==> src/rtl/spi_slave_pkg.sv <==
// Shared types and widths for the SPI slave register bank.
package spi_slave_pkg;

  localparam int unsigned CMD_RD_BIT = 7;
  localparam int unsigned ADDR_W     = 7;
  localparam int unsigned DATA_W     = 8;

  typedef enum logic [1:0] {
    StIdle,
    StCmd,
    StData,
    StDone
  } spi_state_e;

endpackage

==> src/rtl/spi_sync_edge.sv <==
// Two-flop synchroniser with registered rise/fall pulses; ResetVal sets the idle level.
module spi_sync_edge #(
  parameter logic ResetVal = 1'b0
) (
  input  logic clk_i,
  input  logic rst_ni,
  input  logic d_i,
  output logic q_o,
  output logic rise_o,
  output logic fall_o
);

  logic [1:0] sync_q, sync_d;
  logic       prev_q, prev_d;
  logic       rise_q, rise_d;
  logic       fall_q, fall_d;

  always_comb begin
    sync_d = {sync_q[0], d_i};
    prev_d = sync_q[1];
    rise_d = sync_q[1] & ~prev_q;
    fall_d = ~sync_q[1] & prev_q;
  end

  always_ff @(posedge clk_i or negedge rst_ni) begin
    if (!rst_ni) begin
      sync_q <= {2{ResetVal}};
      prev_q <= ResetVal;
      rise_q <= 1'b0;
      fall_q <= 1'b0;
    end else begin
      sync_q <= sync_d;
      prev_q <= prev_d;
      rise_q <= rise_d;
      fall_q <= fall_d;
    end
  end

  assign q_o    = sync_q[1];
  assign rise_o = rise_q;
  assign fall_o = fall_q;

endmodule

==> src/rtl/spi_slave_regs.sv <==
// SPI mode-0 slave register bank, oversampled in the ACLK domain.
// Optional address auto-increment bursts: define SPI_SLAVE_AUTOINC_EN.
module spi_slave_regs
  import spi_slave_pkg::*;
#(
  parameter int unsigned       NUM_REGS  = 16,
  parameter logic [DATA_W-1:0] RESET_VAL = 8'h00
) (
  input  logic                       ACLK,
  input  logic                       ARESETn,
  input  logic                       SPI_SCK,
  input  logic                       SPI_CSn,
  input  logic                       SPI_MOSI,
  output logic                       SPI_MISO,
  output logic                       SPI_MISO_OE,
  output logic [DATA_W*NUM_REGS-1:0] regs_flat,
  output logic                       wr_strobe,
  output logic [ADDR_W-1:0]          wr_addr,
  output logic [DATA_W-1:0]          wr_data
);

`ifdef SPI_SLAVE_AUTOINC_EN
  localparam bit AutoInc = 1'b1;
`else
  localparam bit AutoInc = 1'b0;
`endif

  logic sck_s, sck_rise, sck_fall;
  logic csn_s, csn_rise, csn_fall;
  logic [1:0] mosi_sync_q;
  logic       mosi_s;

  spi_sync_edge #(.ResetVal(1'b0)) u_sck_sync (
    .clk_i  (ACLK),
    .rst_ni (ARESETn),
    .d_i    (SPI_SCK),
    .q_o    (sck_s),
    .rise_o (sck_rise),
    .fall_o (sck_fall)
  );

  spi_sync_edge #(.ResetVal(1'b1)) u_csn_sync (
    .clk_i  (ACLK),
    .rst_ni (ARESETn),
    .d_i    (SPI_CSn),
    .q_o    (csn_s),
    .rise_o (csn_rise),
    .fall_o (csn_fall)
  );

  always_ff @(posedge ACLK or negedge ARESETn) begin
    if (!ARESETn) mosi_sync_q <= 2'b00;
    else          mosi_sync_q <= {mosi_sync_q[0], SPI_MOSI};
  end
  assign mosi_s = mosi_sync_q[1];

  spi_state_e state_q, state_d;
  logic [2:0]        bit_cnt_q, bit_cnt_d;
  logic [DATA_W-1:0] shift_q, shift_d;
  logic [DATA_W-1:0] tx_q, tx_d;
  logic [ADDR_W-1:0] addr_q, addr_d;
  logic              rd_q, rd_d;
  logic [DATA_W-1:0] regs_q [NUM_REGS];
  logic [DATA_W-1:0] regs_d [NUM_REGS];
  logic              wr_strobe_q, wr_strobe_d;
  logic [ADDR_W-1:0] wr_addr_q, wr_addr_d;
  logic [DATA_W-1:0] wr_data_q, wr_data_d;

  // A pulse whose synchronised level has already reverted is treated as a glitch.
  logic              rise_ok, fall_ok, byte_end, cmd_end, data_end;
  logic [DATA_W-1:0] rx_byte;

  always_ff @(posedge ACLK or negedge ARESETn) begin
    if (!ARESETn) state_q <= StIdle;
    else          state_q <= state_d;
  end

  always_comb begin
    state_d = state_q;
    if (csn_rise) begin
      state_d = StIdle;
    end else if (csn_fall) begin
      state_d = StCmd;
    end else if (byte_end) begin
      case (state_q)
        StCmd:   state_d = StData;
        StData:  state_d = AutoInc ? StData : StDone;
        default: state_d = state_q;
      endcase
    end
  end

  always_comb begin
    rise_ok  = sck_rise & sck_s & (state_q != StIdle);
    fall_ok  = sck_fall & ~sck_s & (state_q != StIdle);
    rx_byte  = {shift_q[DATA_W-2:0], mosi_s};
    byte_end = rise_ok && (bit_cnt_q == 3'd7);
    cmd_end  = byte_end && (state_q == StCmd);
    data_end = byte_end && (state_q == StData);
  end

  logic [ADDR_W-1:0] tx_addr;
  logic [DATA_W-1:0] tx_val;
  logic              addr_hit;

  always_comb begin
    bit_cnt_d   = bit_cnt_q;
    shift_d     = shift_q;
    tx_d        = tx_q;
    addr_d      = addr_q;
    rd_d        = rd_q;
    regs_d      = regs_q;
    wr_strobe_d = 1'b0;
    wr_addr_d   = wr_addr_q;
    wr_data_d   = wr_data_q;

    tx_addr  = cmd_end ? rx_byte[ADDR_W-1:0] : addr_q + 7'd1;
    tx_val   = '0;
    addr_hit = 1'b0;
    for (int unsigned i = 0; i < NUM_REGS; i++) begin
      if (tx_addr == ADDR_W'(i)) tx_val = regs_q[i];
      if (addr_q == ADDR_W'(i))  addr_hit = 1'b1;
    end

    if (csn_fall || csn_rise) begin
      bit_cnt_d = '0;
      tx_d      = '0;
    end else begin
      if (rise_ok) begin
        bit_cnt_d = bit_cnt_q + 3'd1;
        shift_d   = rx_byte;
      end
      // The fall right after a byte boundary keeps bit 7 on MISO for the next rise.
      if (fall_ok && bit_cnt_q != 3'd0) tx_d = {tx_q[DATA_W-2:0], 1'b0};
      if (cmd_end) begin
        rd_d   = rx_byte[CMD_RD_BIT];
        addr_d = rx_byte[ADDR_W-1:0];
        tx_d   = rx_byte[CMD_RD_BIT] ? tx_val : '0;
      end
      if (data_end) begin
        if (!rd_q && addr_hit) begin
          for (int unsigned i = 0; i < NUM_REGS; i++) begin
            if (addr_q == ADDR_W'(i)) regs_d[i] = rx_byte;
          end
          wr_strobe_d = 1'b1;
          wr_addr_d   = addr_q;
          wr_data_d   = rx_byte;
        end
        if (AutoInc) begin
          addr_d = addr_q + 7'd1;
          tx_d   = rd_q ? tx_val : '0;
        end else begin
          tx_d = '0;
        end
      end
    end
  end

  always_ff @(posedge ACLK or negedge ARESETn) begin
    if (!ARESETn) begin
      bit_cnt_q   <= '0;
      shift_q     <= '0;
      tx_q        <= '0;
      addr_q      <= '0;
      rd_q        <= 1'b0;
      wr_strobe_q <= 1'b0;
      wr_addr_q   <= '0;
      wr_data_q   <= '0;
      for (int unsigned i = 0; i < NUM_REGS; i++) regs_q[i] <= RESET_VAL;
    end else begin
      bit_cnt_q   <= bit_cnt_d;
      shift_q     <= shift_d;
      tx_q        <= tx_d;
      addr_q      <= addr_d;
      rd_q        <= rd_d;
      wr_strobe_q <= wr_strobe_d;
      wr_addr_q   <= wr_addr_d;
      wr_data_q   <= wr_data_d;
      regs_q      <= regs_d;
    end
  end

  for (genvar g = 0; g < NUM_REGS; g++) begin : g_flat
    assign regs_flat[DATA_W*g +: DATA_W] = regs_q[g];
  end

  assign SPI_MISO    = tx_q[DATA_W-1];
  assign SPI_MISO_OE = ~csn_s;
  assign wr_strobe   = wr_strobe_q;
  assign wr_addr     = wr_addr_q;
  assign wr_data     = wr_data_q;

endmodule

==> config.mk <==
export PLATFORM = sky130hd
export DESIGN_NAME = spi_slave_regs
export DESIGN_NICKNAME = d
export VERILOG_FILES = /design/src/rtl/spi_slave_pkg.sv /design/src/rtl/spi_sync_edge.sv /design/src/rtl/spi_slave_regs.sv
export SDC_FILE = /design/constraint.sdc
export NUM_CORES = 1
export LEC_CHECK = 0
export CAP_MARGIN = 20
export CELL_PAD_IN_SITES_DETAIL_PLACEMENT = 0
export CELL_PAD_IN_SITES_GLOBAL_PLACEMENT = 1
export CORE_ASPECT_RATIO = 1.75
export CORE_MARGIN = 2
export CORE_UTILIZATION = 30
export CTS_CLUSTER_SIZE = 14
export DETAILED_ROUTE_END_ITERATION = 8
export MAX_ROUTING_LAYER = met4
export PLACE_DENSITY = 0.61
export SLEW_MARGIN = 20
export SYNTH_ARGS = -nofsm -noshare
export SYNTH_HDL_FRONTEND = slang
export SYNTH_SLANG_ARGS = --single-unit
==> constraint.sdc <==
create_clock -name ACLK -period 7.67 [get_ports ACLK]
set_input_delay 1.1505 -clock ACLK [delete_from_list [all_inputs] [get_ports ACLK]]
set_output_delay 1.1505 -clock ACLK [all_outputs]
set_load 0.05 [all_outputs]
Word level (Yosys, flattened, before mapping) --
Index checks and enable logic that the tools add are counted.
Word-level totals: register bits after elaboration 184, bits in latches 0, RAM bits 0, ROM bits 0, input bits 5, output and inout bits 146, logic and storage cells 164, memories 0
Cells by class: add/subtract/negate cells 2, $mul 0, divide/modulo/power cells 0, order comparisons 0, equality and inequality tests 33, shifts and indexed selects 0, mux-type cells 47, bitwise logic cells 13, reductions and logical operators 35
Operator list (count):
- $mux 8 | 21
- $eq 7x4->1 const B | 16
- $reduce_and 4->1 | 16
- $eq 7x3->1 const B | 8
- $eq 7x2->1 const B | 4
- $mux 1 | 19
- $eq 7x1->1 const B | 2
- $logic_not 7->1 | 2
- $and 1x1->1 | 8
- $reduce_bool 4->1 | 2
- $add 7x1->7 const B | 1
- $mux 7 | 1
- $mux 2 | 3
- $mux 3 | 2
- $reduce_and 2->1 | 3
- $reduce_bool 3->1 | 2
- $logic_and 1x1->1 | 5
- $not 1->1 | 5
- $pmux 2 s2 | 1
- $reduce_bool 2->1 | 2
- $add 3x1->3 const B | 1
- $eq 3x3->1 const B | 1
- $reduce_and 3->1 | 1
- $eq 2x1->1 const B | 1
- other kinds (3) | 3

Logic depth before layout (Yosys ltp) --
depth after elaboration 26, depth in mapped cells 13, gate-level depth less buffers 10

Cells and area by module --
From an unflattened synthesis, not the netlist that was laid out.
Unflattened totals: cells, all modules 754, area, all modules 8887.3 um^2
By module, submodules not included:
- spi_slave_regs | times used 1, cells an instance 740, area an instance 8603.3 um^2, sequential area each 4354.2 um^2
- spi_sync_edge at u_csn_sync | times used 1, cells an instance 7, area an instance 143.9 um^2, sequential area each 128.9 um^2
- spi_sync_edge at u_sck_sync | times used 1, cells an instance 7, area an instance 140.1 um^2, sequential area each 125.1 um^2

Least setup slack after synthesis --
OpenSTA, ideal clock, no wires.
path type register to register, start point register addr_q[0], end point register regs_q, in the netlist regs_flat[120], setup time 0.125 ns, data arrival time 2.624 ns, data required time 7.545 ns, setup slack 4.921 ns, stages on the path, launching flop included 12, buffers on the path 4, clock period less this slack 2.749 ns, path through dfrtp_1 > buf_4 > inv_1 > ha_1 > clkbuf_1 > nor4_1 > or4_4 > nor2_2 > buf_4 > and4_1 > buf_4 > mux2_2
On the way: word-level cells in the longest chain between the ends 19, elaborated cells on any way between the ends 34, those cells by class eq/ne (15); mux (16); reduce/logical (3)
RTL lines:
- start: declaration | line spi_slave_regs.sv:61 | logic [ADDR_W-1:0] addr_q, addr_d;
- start signal: assignment | line spi_slave_regs.sv:174 | addr_q <= addr_d;
- $logic_not 7->1 | line spi_slave_regs.sv:122 | if (addr_q == ADDR_W'(i)) addr_hit = 1'b1;
- $mux 1 (16 in series) | line spi_slave_regs.sv:122
- $logic_and 1x1->1 | line spi_slave_regs.sv:141 | if (!rd_q && addr_hit) begin
- $reduce_and 4->1 (no source line) (*)
- end signal: assignment | line spi_slave_regs.sv:179 | regs_q <= regs_d;
- end: declaration | line spi_slave_regs.sv:63 | logic [DATA_W-1:0] regs_q [NUM_REGS];
Every way passes the cells marked *; elsewhere a longest branch is shown, timed or not. A chain may end at the register's enable or synchronous reset.

Worst setup path in the final report --
start point register addr_q[0], end point register tx_q[0]
On the way: word-level cells in the longest chain between the ends 23, elaborated cells on any way between the ends 38, those cells by class add/sub (1); eq/ne (15); mux (21); reduce/logical (1)
RTL lines:
- $add 7x1->7 (*) | line spi_slave_regs.sv:117 | tx_addr = cmd_end ? rx_byte[ADDR_W-1:0] : addr_q + 7'd1;
- $mux 7 (*) | line spi_slave_regs.sv:117
- $logic_not 7->1 | line spi_slave_regs.sv:121 | if (tx_addr == ADDR_W'(i)) tx_val = regs_q[i];
- $mux 8 (15 in series) | line spi_slave_regs.sv:121
- $mux 8 (*) | line spi_slave_regs.sv:121
- $mux 8 (*) | line spi_slave_regs.sv:138 | tx_d = rx_byte[CMD_RD_BIT] ? tx_val : '0;
- $mux 8 (*) | line spi_slave_regs.sv:135 | if (cmd_end) begin
- $mux 8 (*) | line spi_slave_regs.sv:140 | if (data_end) begin
- $mux 8 (*) | line spi_slave_regs.sv:125 | if (csn_fall || csn_rise) begin
- end signal: assignment | line spi_slave_regs.sv:173 | tx_q <= tx_d;
- end: declaration | line spi_slave_regs.sv:60 | logic [DATA_W-1:0] tx_q, tx_d;
Marked as above.

==> flow_metrics.py <==
metrics = {
    "final_layout": {
        "regArea_sq_um": 4610,
        "antenna_cells": 0,
        "final_core_util": 0.387,
        "syn2layout_area_growth_pct": 27.7,
        "multiInputGateArea_sq_um": 3890,
        "fillerInstances": 2894,
        "drive_gt1_frac": 0.248,
        "final_area_sq_um": 11300,
        "nNetsFinal": 897,
    },
    "floorplanning": {
        "fp-row-count": 83,
        "fp.dieH_um": 231,
        "ios": 151,
        "die_w_um": 134,
        "die_area_sq_um": 30800,
        "core_sq_um": 29100,
        "start_util": 0.303,
    },
    "drt": {
        "vias": 6741,
        "vias_per_cell": 5.28,
        "routed_wl_um": 31900,
        "ant_nets": 0,
        "drcViolationCount": 0,
        "detail_route.wl_per_cell_um": 25.0,
        "dr.pass1.iters": 5,
        "initialDrtViolationCount": 444,
    },
    "synth": {
        "synth-compound-area-share": 0.132,
        "synth-seq-area-share": 0.523,
        "syn_area_per_cell_sq_um": 11.9,
        "netlist_area_sq_um": 8810,
        "netlist_instances": 743,
        "netlist_top_cells_area": "dfrtp_1 (51%), mux2_2 (17%), nand2_1 (2.6%)",
        "muxShareOfSynthArea": 0.176,
        "syn-num-nets": 758,
        "synth_top_area_share": 0.514,
        "synth_ff_type": "dfrtp_1",
        "ys.warnings.count": 0,
        "synth_fa_ha_area_frac": 0.0142,
        "synth_cell_types": 79,
        "yosys.area_share.simple": 0.115,
        "synth-xor-area-share": 0.00398,
        "yosys.area.top_type": "dfrtp_1",
        "async_flop_share": 1.00,
        "synth_top_family_by_area": "multiplexers",
        "synth_edf_count": 0,
        "synth_seq_cells": 184,
    },
    "grt": {
        "overflow": 0,
        "grt_pass1_vias": 7061,
        "grt_pass1_wl_um": 47200,
        "grt_max_degree": 126,
        "grt_usage": 0.218,
        "grt_antenna_before_repair": 0,
    },
    "setup_path": {
        "r2r_start": "addr_q[0]$_DFFE_PN0P_",
        "timing.rr.end": "tx_q[0]$_DFFE_PN0P_",
        "crit_path_cell_trace": "ha_1 > xor2_1 > o21ai_2 > or2_2 > o21ai_2 > a22oi_1 > a211oi_1 > o31ai_1 > a22oi_1",
        "setup.worst_path.class": "flop to flop",
        "worstPathArrival_ns": 4.12,
        "ff2ff_path_depth": 9,
        "slowest_stage": "dfrtp_1",
        "cp-start-kind": "flop",
        "worst_ep_required_time_ns": 8.04,
        "cp-end-kind": "flop",
        "cpPeakStageDelay_ns": 0.71,
        "rrSetupSlack_ns": 3.93,
        "cp_max_fo": 14,
    },
    "sta": {
        "rsz0062_at_grt": "false",
        "worst_slack_ns": 3.93,
        "fin_crit_sh": 0.488,
        "fin_setup_tns_ns": 0,
        "min_period_ns": 3.74,
        "slew_viol_final": 0,
        "max-slew-margin-rel": 0.363,
        "hold_viol": 0,
        "worst_pin_slew_ns": 0.956,
        "fmax_mhz": 267,
        "setup_viol": 0,
        "finClkSkew_ns": 0.0139,
    },
    "power": {
        "p_comb_frac": 0.051,
        "p_sw_uw": 484,
        "power_per_cell_area_nw_per_um2": 176,
        "p_int_uw": 1490,
        "p_total_uw": 1980,
        "clockPowerShare": 0.447,
        "leakagePower_uw": 0.00504,
        "vdd_drop_max_v": 0.000170,
        "power_frac_seq": 0.502,
        "switching_share": 0.245,
    },
    "clock_network": {
        "cts.path.max_buffers": 2,
        "ctsHoldBuffers": 0,
        "clock_sinks": 184,
        "postCtsSetupBuffers": 0,
        "cts_tree": "yes",
        "clock-root-buffer": "clkbuf_16",
        "ctsResizeCount": 0,
        "path_clk_slew_ns": 0.07,
        "cts_buffers": 17,
        "h-tree-depth": 4,
        "worst_skew_pair.late_latency_ns": 0.46,
    },
    "placed_design": {
        "dpl_cell_area_sq_um": 10600,
        "gp_congestion": 0.889,
        "place_ws_ns": 3.73,
        "io_buffers": 150,
        "hpwl_um": 22900,
    },
    "run": {
        "drv_cap": 0,
    },
    "worst_hold_path": {
        "holdPathStages": 0,
        "hold_path.startpoint": "mosi_sync_q[0]$_DFF_PN0_",
        "hold_end": "mosi_sync_q[1]$_DFF_PN0_",
        "hold_class": "flop to flop",
    },
    "status": {
        "outcome": "finished clean",
    },
}
-- synthesized netlist by cell type, drive strengths merged, types with 4 or more instances --
master and instances:
o22ai 8, nor2b 7, nand2b 6, dfrtp 181, inv 21, nor4 5
nand3 31, mux2 136, nor2 23, buf 18, a31oi 7, o221ai 7
a221o 5, a21o 6, a221oi 5, nor3 5, ha 10, a222oi 9
and3 4, and2 5, nand4 11, o21ai 45, a22oi 7, o211ai 4
a21oi 23, nand2 73, a31o 5, clkbuf 23, or2 4
-- power groups by stage --
stage	logic, uW	registers [uW]	clock network (uW)
5_1_grt	110	995	938
3_5_place_dp	99.3	1010	0
6_report	100	993	885
4_1_cts	99.7	993	909
2_1_floorplan	46.9	1000	0
3_3_place_gp	99.0	1010	0
-- state kept, by name, summed over array words and instances (netlist names) --
| register | flops |
|---|---|
| shift_q | 7 |
| wr_addr | 7 |
| u_csn_sync.rise_o | 1 |
| u_sck_sync.prev_q | 1 |
| state_q | 2 |
| u_sck_sync.fall_o | 1 |
| u_sck_sync.rise_o | 1 |
| addr_q | 7 |
| wr_strobe | 1 |
| u_csn_sync.prev_q | 1 |
| tx_q | 8 |
| rd_q | 1 |
| u_sck_sync.sync_q | 2 |
| bit_cnt_q | 3 |
| wr_data | 8 |
| u_csn_sync.sync_q | 2 |
| u_csn_sync.fall_o | 1 |
| mosi_sync_q | 2 |
| regs_flat | 128 |
-- per-stage QoR --
| stage | std cells | hold WS (ns) |
|---|---|---|
| after global placement | 1243 | 0.334 |
| after global routing | 1277 | 0.363 |
| after CTS | 1275 | 0.353 |
| after floorplan | 743 | 0.331 |
| final | 1277 | 0.351 |
| after detailed placement | 1243 | 0.337 |
-- worst max path at each step --
stage	slack, ns	cells past startpoint	end	from
3_5_place_dp	3.73	8	regs_flat[95]$_DFFE_PN0P_	addr_q[0]$_DFFE_PN0P_
5_1_grt	3.77	9	tx_q[0]$_DFFE_PN0P_	addr_q[0]$_DFFE_PN0P_
2_1_floorplan	4.92	11	regs_flat[120]$_DFFE_PN0P_	addr_q[0]$_DFFE_PN0P_
4_1_cts	3.70	8	regs_flat[91]$_DFFE_PN0P_	addr_q[0]$_DFFE_PN0P_
6_report	3.93	9	tx_q[0]$_DFFE_PN0P_	addr_q[0]$_DFFE_PN0P_
3_3_place_gp	3.73	8	regs_flat[65]$_DFFE_PN0P_	addr_q[0]$_DFFE_PN0P_
-- worst max-delay path: cells and delay by family (launching register included) --
kind	cells	cell delay, ns
compound gates	6	1.64
flops	1	0.71
fa+ha+maj	1	0.59
xor+xnor	1	0.39
simple gates	1	0.34
-- layer usage --
metal	part of all wire	GRT usage
met5	0	-
met4	0.043	0.106
met3	0.033	0.0277
met2	0.54	0.388
met1	0.38	0.240
-- final cells by class --
type / count / share of cell area
flip-flops and latches: 184 / 0.409
multi-input cells: 497 / 0.346
repair buffers: 161 / 0.143
well taps: 382 / 0.0425
clock buffers: 21 / 0.0409
clock inverters: 11 / 0.0109
inverters: 21 / 0.00700
-- logic make-up (layout without fill, tap and decap cells) --
| family | Yosys count | count (layout) |
|---|---|---|
| mux | 138 | 138 |
| compound gates | 161 | 161 |
| simple gates | 184 | 184 |
| buf+inv | 62 | 214 |
| flops | 184 | 184 |
| xor+xnor | 4 | 4 |
| fa+ha+maj | 10 | 10 |
-- layout by cell type, fill, tap and decap left out, drive strengths merged, types with 5 or more instances in the layout --
cell type,count
a21o,6
a21oi,23
a221o,5
a221oi,5
a222oi,9
a22oi,7
a31o,5
a31oi,7
and2,5
buf,11
clkbuf,22
clkdlybuf4s50,149
dfrtp,181
ha,10
inv,22
mux2,136
nand2,73
nand2b,6
nand3,31
nand4,11
nor2,23
nor2b,7
nor3,5
nor4,5
o21ai,45
o221ai,7
o22ai,8
Power figures use the tool's default switching activity.
